$ cat src/rtl/fetch_pkg.sv
// Shared types and constants for the instruction fetch slice.
// State encoding, byte geometry and the NOP reset word.
package fetch_pkg;

  typedef enum logic [1:0] {
    PRIME,
    CAP,
    LAST,
    STALL
  } fetch_state_t;

  localparam int INSTR_BYTES = 4;
  localparam int OFFSET_W = 2;
  localparam logic [31:0] MIPS_NOP = 32'h0000_0000;

endpackage

$ cat src/rtl/fetch_out_reg.sv
// Valid/ready holding register for one assembled instruction.
// Ports: clk, rst_n, load/flush/accept controls, load data, instr outputs.
module fetch_out_reg
  import fetch_pkg::*;
(
  input  logic        clk,
  input  logic        rst_n,
  input  logic        load,
  input  logic        accept,
  input  logic        flush,
  input  logic [31:0] load_instr,
  input  logic [5:0]  load_pc,
  output logic [31:0] instr,
  output logic [5:0]  instr_pc,
  output logic        instr_valid
);

  always_ff @(posedge clk) begin
    if (!rst_n) begin
      instr       <= MIPS_NOP;
      instr_pc    <= '0;
      instr_valid <= 1'b0;
    end else if (flush) begin
      instr_valid <= 1'b0;
    end else if (load) begin
      instr       <= load_instr;
      instr_pc    <= load_pc;
      instr_valid <= 1'b1;
    end else if (accept) begin
      instr_valid <= 1'b0;
    end
  end

endmodule

$ cat src/rtl/instr_fetch_assembler.sv
// Walks the PC through each instruction's bytes and assembles them.
// Ports: clk, rst_n, fetch_en, mem_addr/mem_rdata, update_lsbs/msbs,
//        redirect, instr/instr_pc/instr_valid/instr_ready.
module instr_fetch_assembler
  import fetch_pkg::*;
#(
  parameter int MEM_RD_LAT = 1
) (
  input  logic        clk,
  input  logic        rst_n,
  input  logic        fetch_en,
  input  logic [7:0]  mem_addr,
  input  logic [7:0]  mem_rdata,
  output logic        update_lsbs,
  output logic        update_msbs,
  input  logic        redirect,
  output logic [31:0] instr,
  output logic [5:0]  instr_pc,
  output logic        instr_valid,
  input  logic        instr_ready
);

  localparam int LAST_B = INSTR_BYTES - 1;
  // Byte captured when the final address is already on the bus.
  localparam logic [OFFSET_W-1:0] CAP_LAST =
    OFFSET_W'(INSTR_BYTES - 1 - MEM_RD_LAT);

  fetch_state_t state;
  logic [OFFSET_W-1:0] cnt;
  logic [INSTR_BYTES-1:0][7:0] staging;
  logic [5:0] pc_q;

  logic slot_free;
  logic accept;
  logic load;
  logic [31:0] load_instr;
  logic unused_offset;

  assign unused_offset = ^mem_addr[1:0];
  assign accept = instr_valid && instr_ready;
  assign slot_free = !instr_valid || instr_ready;

  always_comb begin
    update_lsbs = 1'b0;
    load = 1'b0;
    load_instr = {staging[0], staging[1],
                  staging[2], staging[LAST_B]};
    if (rst_n && !redirect) begin
      unique case (state)
        PRIME: update_lsbs = fetch_en;
        CAP:   update_lsbs = cnt < CAP_LAST;
        LAST: begin
          load = slot_free;
          load_instr = {staging[0], staging[1],
                        staging[2], mem_rdata};
        end
        STALL: load = slot_free;
        default: ;
      endcase
    end
    update_msbs = load;
  end

  always_ff @(posedge clk) begin
    if (!rst_n) begin
      state   <= PRIME;
      cnt     <= '0;
      staging <= '0;
      pc_q    <= '0;
    end else if (redirect) begin
      state   <= PRIME;
      cnt     <= '0;
      staging <= '0;
    end else begin
      unique case (state)
        PRIME: begin
          if (fetch_en) begin
            state <= CAP;
            cnt   <= '0;
            pc_q  <= mem_addr[7:2];
          end
        end
        CAP: begin
          staging[cnt] <= mem_rdata;
          if (cnt == CAP_LAST) state <= LAST;
          else cnt <= cnt + 1'b1;
        end
        LAST: begin
          if (slot_free) begin
            state <= PRIME;
          end else begin
            // Byte 3 is only on the bus this cycle.
            staging[LAST_B] <= mem_rdata;
            state <= STALL;
          end
        end
        STALL: begin
          if (slot_free) state <= PRIME;
        end
        default: state <= PRIME;
      endcase
    end
  end

  fetch_out_reg u_out (
    .clk         (clk),
    .rst_n       (rst_n),
    .load        (load),
    .accept      (accept),
    .flush       (redirect),
    .load_instr  (load_instr),
    .load_pc     (pc_q),
    .instr       (instr),
    .instr_pc    (instr_pc),
    .instr_valid (instr_valid)
  );

endmodule
$ cat config.mk
export PLATFORM = sky130hd
export DESIGN_NAME = instr_fetch_assembler
export DESIGN_NICKNAME = d
export VERILOG_FILES = /design/src/rtl/fetch_pkg.sv /design/src/rtl/fetch_out_reg.sv /design/src/rtl/instr_fetch_assembler.sv
export SDC_FILE = /design/constraint.sdc
export NUM_CORES = 1
export LEC_CHECK = 0
export BUFFER_PORTS_ARGS = -buffer_cell sky130_fd_sc_hd__buf_2
export CAP_MARGIN = 15
export CORE_AREA = 2 2 96 98
export DETAILED_ROUTE_END_ITERATION = 8
export DIE_AREA = 0 0 98 100
export SLEW_MARGIN = 20
export SYNTH_ARGS = -nofsm -noshare
export SYNTH_HDL_FRONTEND = slang
export SYNTH_HIERARCHICAL = 1
export SYNTH_SLANG_ARGS = --single-unit
$ cat constraint.sdc
create_clock -name clk -period 1.9 [get_ports clk]
set_input_delay 0.38 -clock clk [delete_from_list [all_inputs] [get_ports clk]]
set_output_delay 0.38 -clock clk [all_outputs]
set_load 0.005 [all_outputs]
* Word level (Yosys, flattened, before mapping)
Index checks and enable logic that the tools add are counted.
** Operators by class
- $mul :: 0
- Reduce and logical (&&, ||, !) cells :: 17
- Add/subtract/negate cells :: 1
- Mux-type cells :: 21
- Equality and inequality tests :: 9
- Div/mod/pow operators :: 0
- $lt $le $gt $ge :: 3
- Bitwise logic cells :: 2
- Shift-type cells :: 0
** Operators with widths (count)
- bitwise mux 32 bit :: 1
- 2-to-1 mux 8 bit :: 4
- demux 8 bit (select 2 bit) :: 1
- case mux 8 bit (2 select lines) :: 1
- 2-to-1 mux 2 bit :: 6
- != test 2 bit, second input constant :: 5
- AND reduction 3 bit :: 3
- case mux 2 bit (4 select lines) :: 1
- == test 2 bit, second input constant :: 3
- nonzero test 2 bit :: 3
- 2-to-1 mux 1 bit :: 5
- case mux 2 bit (2 select lines) :: 1
- AND reduction 2 bit :: 2
- OR reduction 2 bit :: 2
- logical AND 1 bit :: 3
- < comparator 2 x 3 -> 1 bit, second input constant :: 1
- adder 2 x 1 -> 2 bit, second input constant :: 1
- == test 2 x 1 -> 1 bit, second input constant :: 1
- >= comparator 2 x 1 -> 1 bit, second input constant :: 1
- logical NOT 1 bit :: 2
- logical NOT 2 bit :: 1
- < comparator 2 bit, second input constant :: 1
- inverter 1 bit :: 2
- case mux 1 bit (2 select lines) :: 1
- logical OR 1 bit :: 1
** Word-level totals
- Bits of input ports :: 21
- Memories kept :: 0
- ROM bits :: 0
- Bits in registers :: 81
- Word-level logic and storage cells :: 63
- RAM bits :: 0
- Output and inout port bits :: 41
- Latch bits :: 0

* Longest topological paths before layout
Gate-level depths: netlist (run 1).
- Depth after elaboration :: 6
- Mapped depth :: 7
- Depth with buffers taken out :: 5

* By module
The synthesis (run 1) kept the hierarchy.
** By module, submodules not included
- instr_fetch_assembler :: area an instance 1823.0 sq um, cells each 181, times used 1, seq. area each 840.8 sq um
- fetch_out_reg :: area an instance 1594.0 sq um, cells each 170, times used 1, seq. area each 780.7 sq um

* Least setup slack after synthesis (run 1)
No wires, ideal clock.
- Path kind :: input -> register
- Start :: input redirect
- End :: register u_out.instr[10]
- Cell stages on the path :: 7
- Data required time :: 1828 ps
- Path buffers :: 2
- Setup slack :: 318 ps
- Setup time :: 72 ps
- Data arrival time :: 1511 ps
- Path through :: and2b_1 -> nand2_1 -> nor2_1 -> nor2b_4 -> buf_6 -> buf_12 -> mux2i_1
** Between the ends
- Cells in the longest elaborated chain, start to end :: 4
- Elaborated cells on any way between the ends :: 5
- Those cells by class :: 1 x mux; 1 x bitwise; 3 x reduce/logical
** RTL lines
- from (decl) :: RTL line instr_fetch_assembler.sv:16 : input logic redirect,
- logical NOT 1 bit :: RTL line instr_fetch_assembler.sv:48 : if (rst_n && !redirect) begin
- logical AND 1 bit :: RTL line instr_fetch_assembler.sv:48
- 2-to-1 mux 1 bit :: RTL line instr_fetch_assembler.sv:48
- named net update_msbs :: RTL line instr_fetch_assembler.sv:15 : output logic update_msbs,
- AND reduction 2 bit (no source line)
- to (signal assigned) :: RTL line fetch_out_reg.sv:26 : instr <= load_instr;
- to (decl) :: RTL line fetch_out_reg.sv:13 : output logic [31:0] instr,
The timed path passes the listed nets, and every way through them passes these cells.
A chain may end at the register's enable or synchronous reset.

* Worst setup path after layout (run 1)
- Start :: register state[0]
- End :: output update_lsbs
** Between the ends
- Cells in the longest elaborated chain, start to end :: 3
- Elaborated cells on any way between the ends :: 4
- Those cells by class :: 1 x eq/ne; 2 x mux; 1 x reduce/logical
** RTL lines
- from (decl) :: RTL line instr_fetch_assembler.sv:28 : fetch_state_t state;
- from (signal assigned) :: RTL line instr_fetch_assembler.sv:66 : state <= PRIME;
- from (signal assigned) :: RTL line instr_fetch_assembler.sv:71 : state <= PRIME;
- from (signal assigned) :: RTL line instr_fetch_assembler.sv:78 : state <= CAP;
- == test 2 x 1 -> 1 bit / logical NOT 2 bit (equally long branches) :: RTL line instr_fetch_assembler.sv:49 : unique case (state)
- case mux 1 bit (2 select lines) (*) :: RTL line instr_fetch_assembler.sv:49
- 2-to-1 mux 1 bit (*) :: RTL line instr_fetch_assembler.sv:48
- to (decl) :: RTL line instr_fetch_assembler.sv:14 : output logic update_lsbs,
Mark *: on every way between the ends. The rest lies on a longest branch, timed or not.

==> results of run 1 <==
## layer usage
layer	part of all wire	up-vias
met5	0	-
met4	0.011	0
met3	0.062	8
met2	0.46	56
met1	0.47	1160
li1	-	1285
## registers in the layout (all words and copies together) (netlist names)
signal and count:
pc_q 6, u_out/instr_pc 6, u_out/instr 32, cnt 2, staging 32, u_out/instr_valid 1, state 2
## layout make-up
cell class | count | area, sq um | share of cell area
clock buffer | 12 | 145.1 | 0.03595
clock inverter | 4 | 73.82 | 0.01828
inverter | 3 | 11.26 | 0.002789
multi-input combinational | 243 | 1610 | 0.3988
sequential | 81 | 1625 | 0.4025
tap | 111 | 138.9 | 0.03440
timing repair buffer | 74 | 432.9 | 0.1072
## placed cells by master (no fill, tap or decap), drive strengths merged, types with 2 or more instances in the layout
cell type / instances
clkbuf: 12
mux2: 8
nand2: 81
nand3b: 4
nor2b: 9
ha: 4
nand3: 10
a21oi: 11
dfxtp: 81
nand2b: 3
inv: 4
mux2i: 70
bufinv: 2
o21ai: 8
buf: 74
nor2: 25
## worst max-delay path by stage
stage | from | slack, ps | to
6_report | state[0] | 150 | update_lsbs
3_5_place_dp | redirect | 150 | update_lsbs
5_1_grt | state[0] | 20 | update_lsbs
4_1_cts | state[0] | 80 | update_lsbs
2_1_floorplan | redirect | 320 | u_out/instr[10]
3_3_place_gp | redirect | 150 | update_lsbs
## timing repair
item,CTS,global route
pin swaps,0,0
endpoints found under the setup margin,1,1
hold buffers,0,0
buffers inserted,0,0
resized for setup,1,1
## through the flow
step | cells | util | total power, uW | worst slack [ps]
after CTS | 528 | 0.4539 | 3291 | 79.55
after global routing | 528 | 0.4542 | 3369 | 22.28
after floorplan | 351 | - | 1841 | 317.6
after detailed placement | 512 | 0.4291 | 1897 | 145.4
final | 528 | 0.4542 | 3233 | 147.4
after global placement | 512 | 0.4291 | 1895 | 148.6
## logic make-up after synthesis
logic type | after synthesis | share of synthesized area
AO/OA/AOI/OAI | 22 | 0.03515
adder cells (fa/ha/maj) | 4 | 0.01465
buffers and inverters | 27 | 0.05419
flip-flops | 81 | 0.4746
multiplexers | 78 | 0.2314
AND/OR/NAND/NOR | 139 | 0.1900
## power breakdown
part	internal, uW	total [uW]	switching (uW)
sequential	1710	1720	9.71
clock	780	1380	598
combinational	52.5	139	86.6
total	2540	3230	694
## worst register-to-register path: stages, from the launching register on
cell	delay, ps
dfxtp_1	470
nor3b_4	220
buf_4	190
mux2_2	340
nand2_1	60
mux2i_1	80
==> metrics, run 1 <==
status=complete, no violations; clk_skew=roughly 12 ps; top cell type by total area after synthesis=dfxtp_1; initial antenna violation count=0; IO Count=62; Skew-Pair Late Insertion Delay=340 ps; setup TNS=0 ps; Peak VDD IR=416.1 uV; cell area after synthesis=3417 sq um; vias per cell=4.752; RSZ-0062 raised after global routing=no; Fmax=around 570 MHz; flop-to-flop setup slack=420 ps; Seq/Total Area, Yosys=0.4746; GR Util met3=0.05084; pwr/cell area=800.6 nW/um^2; Worst setup SP type=flop; CTS sink cnt=between 80 and 90; Critical Path Sink Type=output port; CP max-delay cell=dfxtp_4; Buf+Inv Stages, Crit Path=1; CP delay by family, top=flip-flops; dpl hpwl=4.885 mm; met2 Usage GRT=0.2492; Rel. slew slack=0.6787; clk root buf=clkbuf_8; Static Leak=0.001721 uW; Slew @ Worst Pin=482.0 ps; gr busiest metal=met2; Max clock buf depth=2; Hold WC Path Type=primary input to flop; fillers=roughly 900; Routed WL per cell=between 10 and 15 um; final WL=7.058 mm; gr ovfl total=0; n_diodes=0; clock transition at the registers of the reported paths=80 ps; num rows=35; Finished Cell Area=~4000 sq um; via count=2509; max-slew violations=0; Synth Flop Type=dfxtp_1; Routed Antenna Nets=0; initial core utilization=0.3844; top cells by count, synth=81 x dfxtp_1, 81 x nand2_1, 70 x mux2i_1; DR iter-0 viols=122; DRC viols=0; final setup fails=0; RR Endpoint=u_out/instr[1]; Worst Reg2Reg Path Length in Cells=5; Cell variety after synth=30; Mean Syn Cell Area=9.735 sq um; EDFF count, synth=0; CP Class=flop to output port; crit-path max FO=14; critical hold path startpoint=mem_addr[3]; layout net count=437; worst r2r src=state[1]; dpl cell area=3815 sq um; First-pass DRT Iterations=4; critical path, cell by cell=nand2b_1 > a211oi_1 > buf_2; Die Wd=98 um; Core Area=8890 sq um; CTS tree=built; Final Hold Viols=0; die area=9800 sq um; GPL Wtd Cong=0.8001; critical path's largest stage delay=roughly 400 ps; CP arrival=1370 ps; Overall Global Routing Usage=0.1541; PortBufs=a little under 60; Levels on crit path=3; maxcap violations=0; CTS Buf Count=9; post-synth top area share=0.4746; CP required=1520 ps; Die Ht=100 um; largest net degree at the start of global routing=53; Tmin final=around 1800 ps; vias in the first global route=2438; largest cells by area after synthesis=dfxtp_1 47%, mux2i_1 21%, nand2_1 8.9%; first-pass GRT wire length=12.08 mm; Synthesis Warnings=6; Hold WS=roughly 300 ps; area grow syn2layout=18.16%; share of cells above drive strength 1=0.2398; instance count of the mapped netlist=351; Post-synth ARST share=0; post-synthesis register bit count=just over 80; hold depth=3; H-Tree Depth=3; Worst Hold End=pc_q[1]; Final Cycle Share=0.9224; M1 GR Usage=0.1958; syn_nets=376
Note: power is estimated with default switching activity, not from simulation.
==> inputs of run 2 (changes only) <==
PLACE_DENSITY = 0.7   (was default)
==> run 2 against run 1 <==
  * Maximum frequency increased by 1.2%
  * Worst setup slack improved by 21 ps
  * Critical path type unchanged
  * Global-route usage is 0.83 points lower
  * Highest routed layer unchanged
  * Largest power group unchanged
  * Flip-flop and latch count is the same
==> metrics, run 2 (synthesis results as in run 1) <==
status=complete, no violations; Tmin final=1731 ps; die area=9800 sq um; Worst setup SP type=flop; initial core utilization=0.3844; CTS sink cnt=~80; clock transition at the registers of the reported paths=80 ps; Fmax=577.5 MHz; Hold WC Path Type=primary input to flop; highest-count cells in the layout ignoring fill and taps=81 x nand2_1, 80 x dfxtp_1, 70 x mux2i_1, 59 x buf_2, 25 x nor2_1; layout net count=432; Die Wd=98 um; largest net degree at the start of global routing=83; gr ovfl total=0; first-pass GRT wire length=11.45 mm; clock share of power=0.382; final WL=around 6.9 mm; placed instance count=507; DRC viols=0; biggest regs=staging: 32 flops, u_out/instr: 32 flops; num rows=35; worst slack at placement=18.63 ps; PortBufs=59; initial antenna violation count=0; clk_skew=15.34 ps; Static Leak=0.001664 uW; most common cell after layout, fill and taps aside=nand2_1; DR iter-0 viols=71; CTS tree=built; Overall Global Routing Usage=0.1458; Sw Share=0.2514; count of hold-fix buffers inserted at cts=0; CP required=1520 ps; final cell count without fillers=523; share of cells above drive strength 1=0.2354; crit-path max FO=14; Die Ht=approximately 100 um; Skew-Pair Late Insertion Delay=360 ps; CTS Buf Count=9; RSZ-0062 raised after global routing=no; final setup fails=0; clk root buf=clkbuf_8; H-Tree Depth=3; GPL Wtd Cong=0.7403; Final Cycle Share=0.9113; n_diodes=0; Rel. slew slack=0.4873; pwr/cell area=around 760 nW/um^2; Routed Antenna Nets=0; First-pass DRT Iterations=4; Peak VDD IR=301.1 uV; fillers=~880; CP Class=flop to output port; Final Hold Viols=0; CP arrival=approximately 1400 ps; Comb pwr share=0.045; Core Area=slightly below 9000 sq um; register share of total power=0.574; Max clock buf depth=2; vias per cell=4.792; area grow syn2layout=15.42%; IO Count=62; Int Power=2239 uW; maxcap violations=0; via count=between 2k and 3k; Slew @ Worst Pin=769.0 ps; dpl hpwl=around 4.6 mm; setup ws final=168.5 ps; max-slew violations=0; vias in the first global route=about 2.3k; setup TNS=0 ps; Routed WL per cell=13.21 um; Critical Path Sink Type=output port; Switching Power=751.7 uW
==> run 2: changes by cell type in the layout (fill, tap and decap cells not counted), sizes merged <==
cell / previous run / this run
buf: 74 / 69
bufinv: 2 / 0
clkbuf: 12 / 9
clkinv: 1 / 2
clkinvlp: 0 / 3
inv: 4 / 5
==> run 2: per-stage QoR <==
| stage | total power, uW | cell area [sq um] | hold slack [ps] | utilization |
|---|---|---|---|---|
| floorplan | 1841 | 3417 | 437.3 | - |
| global placement | 1887 | 3765 | 441.0 | 0.4235 |
| detailed placement | 1891 | 3765 | 443.7 | 0.4235 |
| CTS | 3024 | 3944 | 274.0 | 0.4436 |
| global route | 3105 | 3944 | 312.9 | 0.4436 |
| finish | 2990 | 3944 | 290.6 | 0.4436 |
==> run 2: per-layer routing <==
metal | vias to the layer above | GRT usage | part of all wire
met5 | - | 0 | 0
met1 | 1160 | 0.1833 | 0.47
met4 | 0 | 0.07372 | 0.021
met2 | 59 | 0.2292 | 0.44
li1 | 1276 | - | -
met3 | 11 | 0.04248 | 0.065
==> run 2: critical path, stage by stage (launching register included) <==
cell and delay, ps:
dfxtp_2 410, nand2b_1 210, a211oi_1 220, buf_2 150
==> run 2: power by group through the flow <==
| stage | Combinational (uW) | Clock, uW | Sequential [uW] |
|---|---|---|---|
| 2_1_floorplan | 89.8 | 0 | 1750 |
| 3_3_place_gp | 132 | 0 | 1750 |
| 3_5_place_dp | 135 | 0 | 1760 |
| 4_1_cts | 135 | 1170 | 1720 |
| 5_1_grt | 148 | 1240 | 1720 |
| 6_report | 134 | 1140 | 1720 |
==> run 2: layout make-up <==
| cell class | count | area, sq um | share of cell area |
|---|---|---|---|
| clock buffer | 9 | 123.9 | 0.03141 |
| timing repair buffer | 69 | 382.9 | 0.09708 |
| clock inverter | 7 | 53.80 | 0.01364 |
| sequential | 81 | 1623 | 0.4115 |
| inverter | 3 | 11.26 | 0.002855 |
| tap | 111 | 138.9 | 0.03522 |
| multi-input combinational | 243 | 1610 | 0.4083 |
==> run 2: final timing paths <==
kind / startpoint / end / slack [ps] / depth (start not counted)
worst max-delay path: state[0] / update_lsbs / 170 / 3
worst min-delay path: mem_addr[7] / pc_q[5] / 290 / 3
worst max register to register: state[1] / u_out/instr[2] / 290 / 4
worst min register to register: u_out/instr[18] / u_out/instr[18] / 460 / 2
==> run 2: what timing repair did <==
item	CTS	global route
gates resized for setup	1	0
endpoints found under the setup margin	1	0
setup buffers	0	0
endpoints found under the hold margin	0	0
==> inputs of run 3 (changes only) <==
GPL_TIMING_DRIVEN = 0   (was default)
==> run 3 against run 2 <==
  * Die area unchanged
  * Final cell count increased by 2.7%
  * Routed wire length increased by 8.1%
  * Critical path depth increased by 1
  * Combinational power increased by 15%
  * Via count increased by 2.5%
  * Count of clock-buffer cells in the layout increased by 3
  * Sequential share of layout area decreased by 1.2 points
  * Worst setup slack got worse by 49 ps
  * Utilization increased by 1.4 points
  * Largest power group unchanged
==> metrics, run 3 (synthesis results as in run 1) <==
maxcap violations=0; CP Class=flop to output port; count of hold-fix buffers inserted at cts=0; Overall Global Routing Usage=0.1597; Worst setup SP type=flop; Core Area=8890 sq um; Peak VDD IR=623.5 uV; max-slew violations=0; die area=9800 sq um; Fmax=about 560 MHz; vias per cell=4.782; IO Count=62; CP arrival=1400 ps; Critical Path Sink Type=output port; RSZ-0062 raised after global routing=no; n_diodes=0; share of cells above drive strength 1=0.2512; layout net count=~450; DRC viols=0; Hold WC Path Type=primary input to flop; setup ws final=120.0 ps; vias in the first global route=2510; Die Wd=98 um; Routed WL per cell=13.91 um; First-pass DRT Iterations=4; gr ovfl total=0; CP required=1520 ps; dpl hpwl=5.348 mm; most common cell after layout, fill and taps aside=nand2_1; Final Cycle Share=0.9368; biggest regs=staging: 32 flops, u_out/instr: 32 flops; final WL=~7.5 mm; area grow syn2layout=19.04%; Skew-Pair Late Insertion Delay=about 360 ps; Max clock buf depth=2; Static Leak=0.001733 uW; setup TNS=0 ps; largest net degree at the start of global routing=14; critical path, cell by cell=buf_4 > nand2b_1 > a211oi_2 > buf_2; crit-path max FO=10; num rows=35; H-Tree Depth=3; final setup fails=0; via count=2568; Routed Antenna Nets=0; first-pass GRT wire length=12.32 mm; clock transition at the registers of the reported paths=70 ps; critical path's largest stage delay=350 ps; Rel. slew slack=0.6132; Die Ht=100 um; CTS sink cnt=a little over 80; pwr/cell area=776.8 nW/um^2; initial antenna violation count=0; dpl cell area=around 3900 sq um; flop-to-flop setup slack=around 240 ps; PortBufs=59; fillers=878; clk_skew=10.31 ps; status=complete, no violations; CP max-delay cell=dfxtp_2; Finished Cell Area=about 4100 sq um; Final Hold Viols=0; Tmin final=1780 ps; initial core utilization=0.3844; worst slack at placement=-35.03 ps; DR iter-0 viols=67; highest-count cells in the layout ignoring fill and taps=81 x nand2_1, 79 x dfxtp_1, 70 x mux2i_1, 66 x buf_2, 25 x nor2_1; GPL Wtd Cong=just under 0.8; CTS Buf Count=9; clk root buf=clkbuf_8; Slew @ Worst Pin=577.7 ps; CTS tree=built
[run 3: cell types whose count changed in the layout (fill, tap and decap cells not counted), moves of 2 or more]
cell	before	now
buf_4	9	7
clkbuf_8	9	11
buf_2	59	66
inv_6	2	0
buf_6	0	2
clkinvlp_4	3	1
clkbuf_1	0	5
[run 3: final cells by class]
cell class,count,area (sq um),share of cell area
flip-flops and latches,81,1624,0.3993
multi-input cells,243,1615,0.3971
repair buffers,59,295.3,0.07259
plain buffers,24,176.4,0.04337
clock buffers,12,155.1,0.03814
well taps,111,138.9,0.03414
clock inverters,4,51.30,0.01261
inverters,3,11.26,0.002768
[run 3: through the flow]
stage          total power [uW]  hold slack, ps  cells  utilization
2_1_floorplan              1841           437.3    351            -
3_5_place_dp               1907           443.0    521       0.4332
3_3_place_gp               1902           440.8    521       0.4332
6_report                   3160           287.3    537       0.4576
4_1_cts                    3197           274.4    537       0.4570
5_1_grt                    3290           296.7    537       0.4576
[run 3: timing repair]
action	in CTS	in global routing
endpoints found under the setup margin	1	6
buffers inserted	0	0
resized for setup	1	3
[run 3: power breakdown]
part	total, uW	switching, uW	leakage [uW]	internal (uW)
Clock	1290	614	0.000103	680
Combinational	154	95.8	0.000976	57.8
Sequential	1710	6.90	0.000654	1710
[run 3: worst paths after layout]
kind	to	depth (start not counted)	from
min	pc_q[4]	3	mem_addr[6]
max reg2reg	u_out/instr[6]	7	state[1]
min reg2reg	u_out/instr[12]	2	u_out/instr[12]
max	update_lsbs	4	state[0]
[run 3: per-layer routing]
layer | GRT usage | routed length [um] | vias to the layer above
met2 | 0.2545 | 3403 | 52
met3 | 0.05710 | 468 | 8
met5 | 0 | 0 | -
met1 | 0.2045 | 3501 | 1200
met4 | 0.04808 | 95 | 0
li1 | - | - | 1308
[run 3: critical path, delay by kind of cell (launching register included)]
family | cells | cell delay (ps)
flops | 1 | 350
buf+inv | 2 | 310
compound gates | 1 | 200
simple gates | 1 | 180
